## src/rtl/axil_master_ctrl.sv

```systemverilog
// ---------------------------------------------------------------------------
// axil_master_ctrl
//
// AXI4-Lite master that turns a single-outstanding CPU request/response port
// into traffic on the five AXI-Lite channels. One transaction FSM drives all
// channels. AW and W complete independently. Misaligned requests are rejected
// without bus activity. A per-transaction cycle budget aborts the transaction
// when a slave stops responding.
//
// Ports
//   ACLK, ARESETn         clock (rising edge), asynchronous active-low reset
//   AW*/W*/B*             write address / write data / write response channels
//   AR*/R*                read address / read data channels
//   req_*                 CPU request: valid/ready, write flag, addr, wdata, wstrb
//   rsp_*                 CPU response: valid/ready, rdata, resp, timeout flag
//   busy                  high whenever the FSM is not idle
// Every output is driven straight from a register.
// ---------------------------------------------------------------------------
module axil_master_ctrl #(
   parameter int ADDR_WIDTH     = 32,
   parameter int DATA_WIDTH     = 32,
   parameter int TIMEOUT_CYCLES = 256
) (
   input  logic                    ACLK,
   input  logic                    ARESETn,
   output logic                    AWVALID,
   input  logic                    AWREADY,
   output logic [ADDR_WIDTH-1:0]   AWADDR,
   output logic                    WVALID,
   input  logic                    WREADY,
   output logic [DATA_WIDTH-1:0]   WDATA,
   output logic [DATA_WIDTH/8-1:0] WSTRB,
   input  logic                    BVALID,
   output logic                    BREADY,
   input  logic [1:0]              BRESP,
   output logic                    ARVALID,
   input  logic                    ARREADY,
   output logic [ADDR_WIDTH-1:0]   ARADDR,
   input  logic                    RVALID,
   output logic                    RREADY,
   input  logic [DATA_WIDTH-1:0]   RDATA,
   input  logic [1:0]              RRESP,
   input  logic                    req_valid,
   output logic                    req_ready,
   input  logic                    req_write,
   input  logic [ADDR_WIDTH-1:0]   req_addr,
   input  logic [DATA_WIDTH-1:0]   req_wdata,
   input  logic [DATA_WIDTH/8-1:0] req_wstrb,
   output logic                    rsp_valid,
   input  logic                    rsp_ready,
   output logic [DATA_WIDTH-1:0]   rsp_rdata,
   output logic [1:0]              rsp_resp,
   output logic                    rsp_timeout,
   output logic                    busy
);

   localparam int OFFS_BITS = $clog2(DATA_WIDTH / 8);
   // Counter only needs to reach TIMEOUT_CYCLES-1: that value marks the last
   // allowed cycle, and the abort is taken at the end of it.
   localparam int TMO_W = (TIMEOUT_CYCLES > 1) ? $clog2(TIMEOUT_CYCLES) : 1;
   localparam logic [TMO_W-1:0] TMO_LAST =
      TMO_W'((TIMEOUT_CYCLES > 0) ? TIMEOUT_CYCLES - 1 : 0);
   localparam bit TMO_EN = (TIMEOUT_CYCLES != 0);

   localparam logic [2:0] IDLE    = 3'd0;
   localparam logic [2:0] WR      = 3'd1;
   localparam logic [2:0] WR_RESP = 3'd2;
   localparam logic [2:0] RD_ADDR = 3'd3;
   localparam logic [2:0] RD_DATA = 3'd4;
   localparam logic [2:0] RESP    = 3'd5;

   logic [2:0]       state;
   logic [TMO_W-1:0] tmo_cnt;

   logic misaligned;
   logic active;
   logic aw_fire, w_fire, b_fire, ar_fire, r_fire, hs_fire;
   logic wr_done;
   logic tmo_hit;
   logic abort;

   assign misaligned = |req_addr[OFFS_BITS-1:0];
   assign active     = (state == WR) || (state == WR_RESP) ||
                       (state == RD_ADDR) || (state == RD_DATA);

   assign aw_fire = AWVALID && AWREADY;
   assign w_fire  = WVALID  && WREADY;
   assign b_fire  = BVALID  && BREADY;
   assign ar_fire = ARVALID && ARREADY;
   assign r_fire  = RVALID  && RREADY;
   assign hs_fire = aw_fire || w_fire || b_fire || ar_fire || r_fire;

   // A channel is finished once its VALID is low or it handshakes this cycle.
   assign wr_done = (!AWVALID || AWREADY) && (!WVALID || WREADY);

   // A handshake landing in the expiry cycle wins over the abort. The counter
   // saturates, so a later phase that stalls is aborted on its first cycle.
   assign tmo_hit = TMO_EN && (tmo_cnt >= TMO_LAST);
   assign abort   = active && tmo_hit && !hs_fire;

   always_ff @(posedge ACLK or negedge ARESETn) begin
      if (!ARESETn) begin
         tmo_cnt <= '0;
      end else if (!active) begin
         tmo_cnt <= '0;
      end else if (!tmo_hit) begin
         tmo_cnt <= tmo_cnt + 1'b1;
      end
   end

   always_ff @(posedge ACLK or negedge ARESETn) begin
      if (!ARESETn) begin
         state       <= IDLE;
         AWVALID     <= 1'b0;
         AWADDR      <= '0;
         WVALID      <= 1'b0;
         WDATA       <= '0;
         WSTRB       <= '0;
         BREADY      <= 1'b0;
         ARVALID     <= 1'b0;
         ARADDR      <= '0;
         RREADY      <= 1'b0;
         req_ready   <= 1'b0;
         rsp_valid   <= 1'b0;
         rsp_rdata   <= '0;
         rsp_resp    <= 2'b00;
         rsp_timeout <= 1'b0;
         busy        <= 1'b0;
      end else if (abort) begin
         AWVALID     <= 1'b0;
         WVALID      <= 1'b0;
         BREADY      <= 1'b0;
         ARVALID     <= 1'b0;
         RREADY      <= 1'b0;
         rsp_valid   <= 1'b1;
         rsp_resp    <= 2'b10;
         rsp_rdata   <= '0;
         rsp_timeout <= 1'b1;
         state       <= RESP;
      end else begin
         case (state)
            IDLE: begin
               if (req_valid && req_ready) begin
                  req_ready <= 1'b0;
                  busy      <= 1'b1;
                  if (req_write) begin
                     AWADDR <= req_addr;
                     WDATA  <= req_wdata;
                     WSTRB  <= req_wstrb;
                  end else begin
                     ARADDR <= req_addr;
                  end
                  if (misaligned) begin
                     rsp_valid   <= 1'b1;
                     rsp_resp    <= 2'b10;
                     rsp_rdata   <= '0;
                     rsp_timeout <= 1'b0;
                     state       <= RESP;
                  end else if (req_write) begin
                     AWVALID <= 1'b1;
                     WVALID  <= 1'b1;
                     state   <= WR;
                  end else begin
                     ARVALID <= 1'b1;
                     state   <= RD_ADDR;
                  end
               end else begin
                  req_ready <= 1'b1;
               end
            end
            WR: begin
               if (aw_fire) AWVALID <= 1'b0;
               if (w_fire)  WVALID  <= 1'b0;
               if (wr_done) begin
                  BREADY <= 1'b1;
                  state  <= WR_RESP;
               end
            end
            WR_RESP: begin
               if (b_fire) begin
                  BREADY      <= 1'b0;
                  rsp_valid   <= 1'b1;
                  rsp_resp    <= BRESP;
                  rsp_rdata   <= '0;
                  rsp_timeout <= 1'b0;
                  state       <= RESP;
               end
            end
            RD_ADDR: begin
               if (ar_fire) begin
                  ARVALID <= 1'b0;
                  RREADY  <= 1'b1;
                  state   <= RD_DATA;
               end
            end
            RD_DATA: begin
               if (r_fire) begin
                  RREADY      <= 1'b0;
                  rsp_valid   <= 1'b1;
                  rsp_resp    <= RRESP;
                  rsp_rdata   <= RDATA;
                  rsp_timeout <= 1'b0;
                  state       <= RESP;
               end
            end
            RESP: begin
               if (rsp_ready) begin
                  rsp_valid <= 1'b0;
                  req_ready <= 1'b1;
                  busy      <= 1'b0;
                  state     <= IDLE;
               end
            end
            default: begin
               state <= IDLE;
            end
         endcase
      end
   end

endmodule

```

## config.mk

```make
export PLATFORM = sky130hd
export DESIGN_NAME = axil_master_ctrl
export DESIGN_NICKNAME = d
export VERILOG_FILES = /design/src/rtl/axil_master_ctrl.sv
export SDC_FILE = /design/constraint.sdc
export NUM_CORES = 1
export LEC_CHECK = 0
export BUFFER_PORTS_ARGS = -buffer_cell sky130_fd_sc_hd__buf_2
export CORE_MARGIN = 1.5
export CORE_UTILIZATION = 52
export DETAILED_ROUTE_END_ITERATION = 7
export PLACE_DENSITY = 0.86
export SLEW_MARGIN = 15
export SYNTH_ARGS = -nofsm -noshare
export SYNTH_HDL_FRONTEND = slang
export SYNTH_SLANG_ARGS = --single-unit
```

## constraint.sdc

```tcl
create_clock -name ACLK -period 4.64 [get_ports ACLK]
set_input_delay 0.696 -clock ACLK [delete_from_list [all_inputs] [get_ports ACLK]]
set_output_delay 0.696 -clock ACLK [all_outputs]
set_load 0.03 [all_outputs]
```

Word level (Yosys, flattened, before mapping)
Cells that the tools add are included.
Widths: inputs -> output; s select.
{"block": "classes", "add_sub_neg": 1, "n_mul": 0, "div_mod_pow": 0, "n_lt_le_gt_ge": 1, "eq_ne": 20, "n_shift": 0, "n_mux": 63, "bitwise": 2, "n_reduce_logical": 42}
{"operator": "$mux 32", "n": 5}
{"operator": "$pmux 32 s3", "n": 1}
{"operator": "$ne 3x3->1 const B", "n": 12}
{"operator": "$mux 1", "n": 30}
{"operator": "$mux 3", "n": 8}
{"operator": "$reduce_and 5->1", "n": 4}
{"operator": "$pmux 3 s6", "n": 1}
{"operator": "$mux 8", "n": 2}
{"operator": "$pmux 1 s2", "n": 7}
{"operator": "$mux 2", "n": 6}
{"operator": "$reduce_and 4->1", "n": 3}
{"operator": "$reduce_and 6->1", "n": 2}
{"operator": "$reduce_bool 3->1", "n": 4}
{"operator": "$logic_and 1x1->1", "n": 9}
{"operator": "$logic_or 1x1->1", "n": 9}
{"operator": "$reduce_and 3->1", "n": 3}
{"operator": "$add 8x1->8 const B", "n": 1}
{"operator": "$ge 8x8->1 const B", "n": 1}
{"operator": "$eq 3x2->1 const B", "n": 2}
{"operator": "$eq 3x3->1 const B", "n": 2}
{"operator": "$ne 2x2->1 const B", "n": 3}
{"operator": "$pmux 2 s3", "n": 1}
{"operator": "$reduce_bool 5->1", "n": 1}
{"operator": "$pmux 1 s4", "n": 1}
{"operator": "other kinds (8)", "n": 11}
{"block": "word_totals", "reg_bits": 154, "latch_bits": 0, "ramBits": 0, "rom_bits": 0, "input_bits": 114, "out_inout_bits": 143, "elab_cells": 146, "mem_count": 0}

Depth between registers and ports, before layout
{"block": "logic_depth", "ltp_word": 9, "mapped_depth": 7, "ltp_nobuf": 6}

Worst setup path before layout
Ideal clock, no wire load.
{"block": "synth_timing", "path_kind": "input to register", "from": "input port req_valid", "to": "register rsp_rdata[22]", "setup_ns": 0.121, "arrival_time_ns": 1.889, "t_required_ns": 4.519, "setup_slack_ns": 2.630, "path_stages": 6, "path_buffers": 1, "path_cell_list": "nand2_1 o311a_1 nor2_2 o21ai_1 buf_2 a22o_1"}
{"block": "synth_between", "elab_chain_len": 3}
{"item": "start, declared", "line_no": "43", "rtl": "input logic req_valid,"}
{"item": "$logic_and 1x1->1", "line_no": "143", "rtl": "if (req_valid && req_ready) begin"}
{"item": "$ne 3x3->1 (no source line)"}
{"item": "$reduce_and 5->1 (no source line)"}
{"item": "end signal, assigned", "line_no": "137", "rtl": "rsp_rdata <= '0;"}
{"item": "end signal, assigned", "line_no": "156", "rtl": "rsp_rdata <= '0;"}
{"item": "end signal, assigned", "line_no": "184", "rtl": "rsp_rdata <= '0;"}
{"item": "end, declared", "line_no": "51", "rtl": "output logic [DATA_WIDTH-1:0] rsp_rdata,"}
Every way passes these cells.
A chain may end at the register's enable or synchronous reset.

Worst setup path in the final report
{"block": "layout_timing", "from": "register state[2]", "to": "register AWADDR[5]"}
{"block": "layout_between", "elab_chain_len": 8, "elab_cells_between_ends": 12, "cone_classes": "eq/ne (4); bitwise (1); reduce/logical (7)"}
{"item": "start, declared", "line_no": "72", "rtl": "logic [2:0] state;"}
{"item": "start signal, assigned", "line_no": "113", "rtl": "state <= IDLE;"}
{"item": "start signal, assigned", "line_no": "139", "rtl": "state <= RESP;"}
{"item": "start signal, assigned", "line_no": "158", "rtl": "state <= RESP;"}
{"item": "$eq 3x1->1 or $eq 3x2->1 (tied branches)", "line_no": "83", "rtl": "assign active = (state == WR) || (state == WR_RESP) ||"}
{"item": "$logic_or 1x1->1 (2 in a row)", "line_no": "83"}
{"item": "$logic_or 1x1->1", "line_no": "84", "rtl": "(state == RD_ADDR) || (state == RD_DATA);"}
{"item": "$logic_and 1x1->1 (2 in a row)", "line_no": "99", "rtl": "assign abort = active && tmo_hit && !hs_fire;"}
{"item": "$not 1->1 (no source line)"}
{"item": "$reduce_and 4->1 (no source line) *"}
{"item": "end signal, assigned", "line_no": "147", "rtl": "AWADDR <= req_addr;"}
{"item": "end, declared", "line_no": "28", "rtl": "output logic [ADDR_WIDTH-1:0] AWADDR,"}
Every way passes the cells marked *; elsewhere a longest branch is shown, timed or not.

==> run summary <==
status = finished, violations left
violated checks = design-rule violations
final wirelength = 15.40 mm
setup bufs post-CTS = 0
Yosys top cell by area = dfrtp_1
Die Y = 112.2 um
Async S/R FF share, synth = 100.0%
placed cell area = 0.007579 mm^2
worst-skew pair later-pin latency = 420 ps
CTS resizes = 0
Die ar. = 0.01258 mm^2
clk buf depth = 2
Post-Route Setup TNS = 0 ps
CTS sink count = 154
Req. time, crit path = 4930 ps
M3 GR Usage = 7.775%
I/O pin total = 257
Slew HR = 38.03%
DR iter-0 viols = 388
met1 GRT Util = 31.68%
fin crit period = 2588 ps
gpl congestion = 0.8943
post-route antenna net violation count = 0
CP startpoint kind = flop
Crit Path Class = flop to flop
yosys warns = 0
PD cells = 339.5 mW/mm^2
Yosys reg bits = 154
maxcap violations = 0
Area growth, synth to finish = 31.77%
CTS Buf Count = 17
most common cell after layout, fill and taps aside = buf_2
setup violators final = 0
met2 Use GR = 43.03%
CTS tree = yes
vias in the first global route = 4898
Rows = 39
placed instance count = 814
Design Power = 2.773 mW
FMAX = 386.4 MHz
Seq/Total Area, Yosys = 62.17%
Mapped Nets = 548
Die Wd = 112.2 um
first-pass GRT wire length = 25.01 mm
core area = 0.01152 mm^2
Yosys top cell area share = 62.17%
Post-CTS Hold Buffers = 0
total grt overflow = 0
clock slew seen by the registers of the worst setup and hold paths = 60 ps
slew at the pin closest to its max-slew limit = 929.5 ps
root buf cell = clkbuf_16
DRC = 19
Starting Density = 53.82%
Mapped Cells = 433
synthesized area per cell = 14.32 um^2
vias per cell = 5.518
Vias = 4663
Pre-Repair DR Iteration Count = 8
Final nets = 805
static leakage = 4.728 nW
Tcrit/Tclk final = 55.77%
nature of the critical path endpoint = flop
most frequent cells in the layout = 255 x buf_2, 154 x dfrtp_1, 78 x mux2_2
fin cells = 845
Final Skew = 10.25 ps
DP Wirelength = 10.80 mm
gr busiest metal = met2
GRT Util Overall = 25.57%
initial antenna violation count = 0
Synth Cell Area = 0.006198 mm^2
CTS HTree Levels = 4
ranking of synthesized cells by area = dfrtp_1 62%, mux2_2 14%, mux2_4 4.8%
Hold Crit Class = input port to asynchronous set/reset pin
worst-path fanout max = 63
largest net degree at the start of global routing = 64
arrival time at the worst endpoint = 2880 ps
share of cells above drive strength 1 = 56.55%
Design Area, Final = 0.008168 mm^2
Antenna diodes = 0
IO buf count = 256
RSZ-0062 raised after global routing = false
Post-synth EDFFs = 0
post-synthesis cell type count = 52
wire length per cell = 18.23 um
Slew Viols, Final = 0
Final Hold Fails = 0
Main synth FF type = dfrtp_1
maximum VDD drop = 0.0002507 V
==> final cells by class <==
class                      count  area (um^2)
clock inverter                11        120.1
fill                         784         3348
multi-input combinational    250         2215
tap                          143        178.9
timing repair buffer         260         1318
inverter                       7        26.28
sequential                   154         3854
clock buffer                  20        456.7
==> cell usage after synthesis (all sizes together) (4+ instances only) <==
master / count
nand3: 6
inv: 7
nor2: 21
a22o: 32
dfrtp: 154
clkbuf: 4
a22oi: 4
nand2: 16
o21ai: 9
a21oi: 9
buf: 18
and3: 4
mux2: 100
nor3: 9
==> cell families after synthesis <==
group | count (synthesis) | share of synthesized area (%)
DFF | 154 | 62.17
muxes | 102 | 19.70
AOI/OAI and AO/OA | 74 | 9.124
and+or+nand+nor | 72 | 6.076
buffers and inverters | 29 | 2.584
xor gates and xnor gates | 1 | 0.1413
adders and majority gates | 1 | 0.2018
==> report_power, final <==
group / switching, mW / internal (mW) / leakage [nW]
logic: 0.0498 / 0.0383 / 2.33
clock network: 0.526 / 0.815 / 0.278
registers: 0 / 1.34 / 2.12
==> critical path: stages (launching register included) <==
cell and delay (ps):
dfrtp_1 740, or3_4 290, nor2_4 70, nand2_4 160
buf_4 710, mux2_2 420
==> state kept, by name (all words and copies together), names as in the netlist <==
register,flops
ARVALID,1
WSTRB,4
RREADY,1
ARADDR,32
req_ready,1
state,3
WVALID,1
BREADY,1
WDATA,32
AWVALID,1
rsp_resp,2
rsp_valid,1
busy,1
rsp_rdata,32
rsp_timeout,1
AWADDR,32
tmo_cnt,8
==> routing by layer <==
metal  share of wire, %  up-vias  wire, um
met1                 39     2321      6024
li1                   -     2096         -
met3                8.8       18      1348
met2                 51      228      7805
met5                  0        -         0
met4                1.5        0       225
==> path summary, 6_finish.rpt <==
| check | startpoint | end | slack (ps) | depth (start not counted) |
|---|---|---|---|---|
| min | ARESETn | WDATA[22]$_DFFE_PN0P_ | 220 | 1 |
| max in group asynchronous | ARESETn | req_ready$_DFFE_PN0P_ | 3380 | 2 |
| max | state[2]$_DFFE_PN0P_ | AWADDR[5]$_DFFE_PN0P_ | 2050 | 5 |
| min in group ACLK | rsp_valid$_DFFE_PN0P_ | rsp_valid$_DFFE_PN0P_ | 480 | 2 |
| min reg2reg | rsp_valid$_DFFE_PN0P_ | rsp_valid$_DFFE_PN0P_ | 480 | 2 |
| max reg2reg | state[2]$_DFFE_PN0P_ | AWADDR[5]$_DFFE_PN0P_ | 2050 | 5 |
==> through the flow <==
| stage | utilization [%] | setup WS (ps) | hold slack, ps |
|---|---|---|---|
| floorplan | - | 2630 | 400.4 |
| global placement | 65.81 | 1980 | 458.5 |
| detailed placement | 65.81 | 1854 | 475.9 |
| CTS | 70.82 | 2006 | 224.7 |
| global route | 70.93 | 1893 | 243.4 |
| finish | 70.93 | 2052 | 221.7 |
Power figures use the tool's default switching activity.
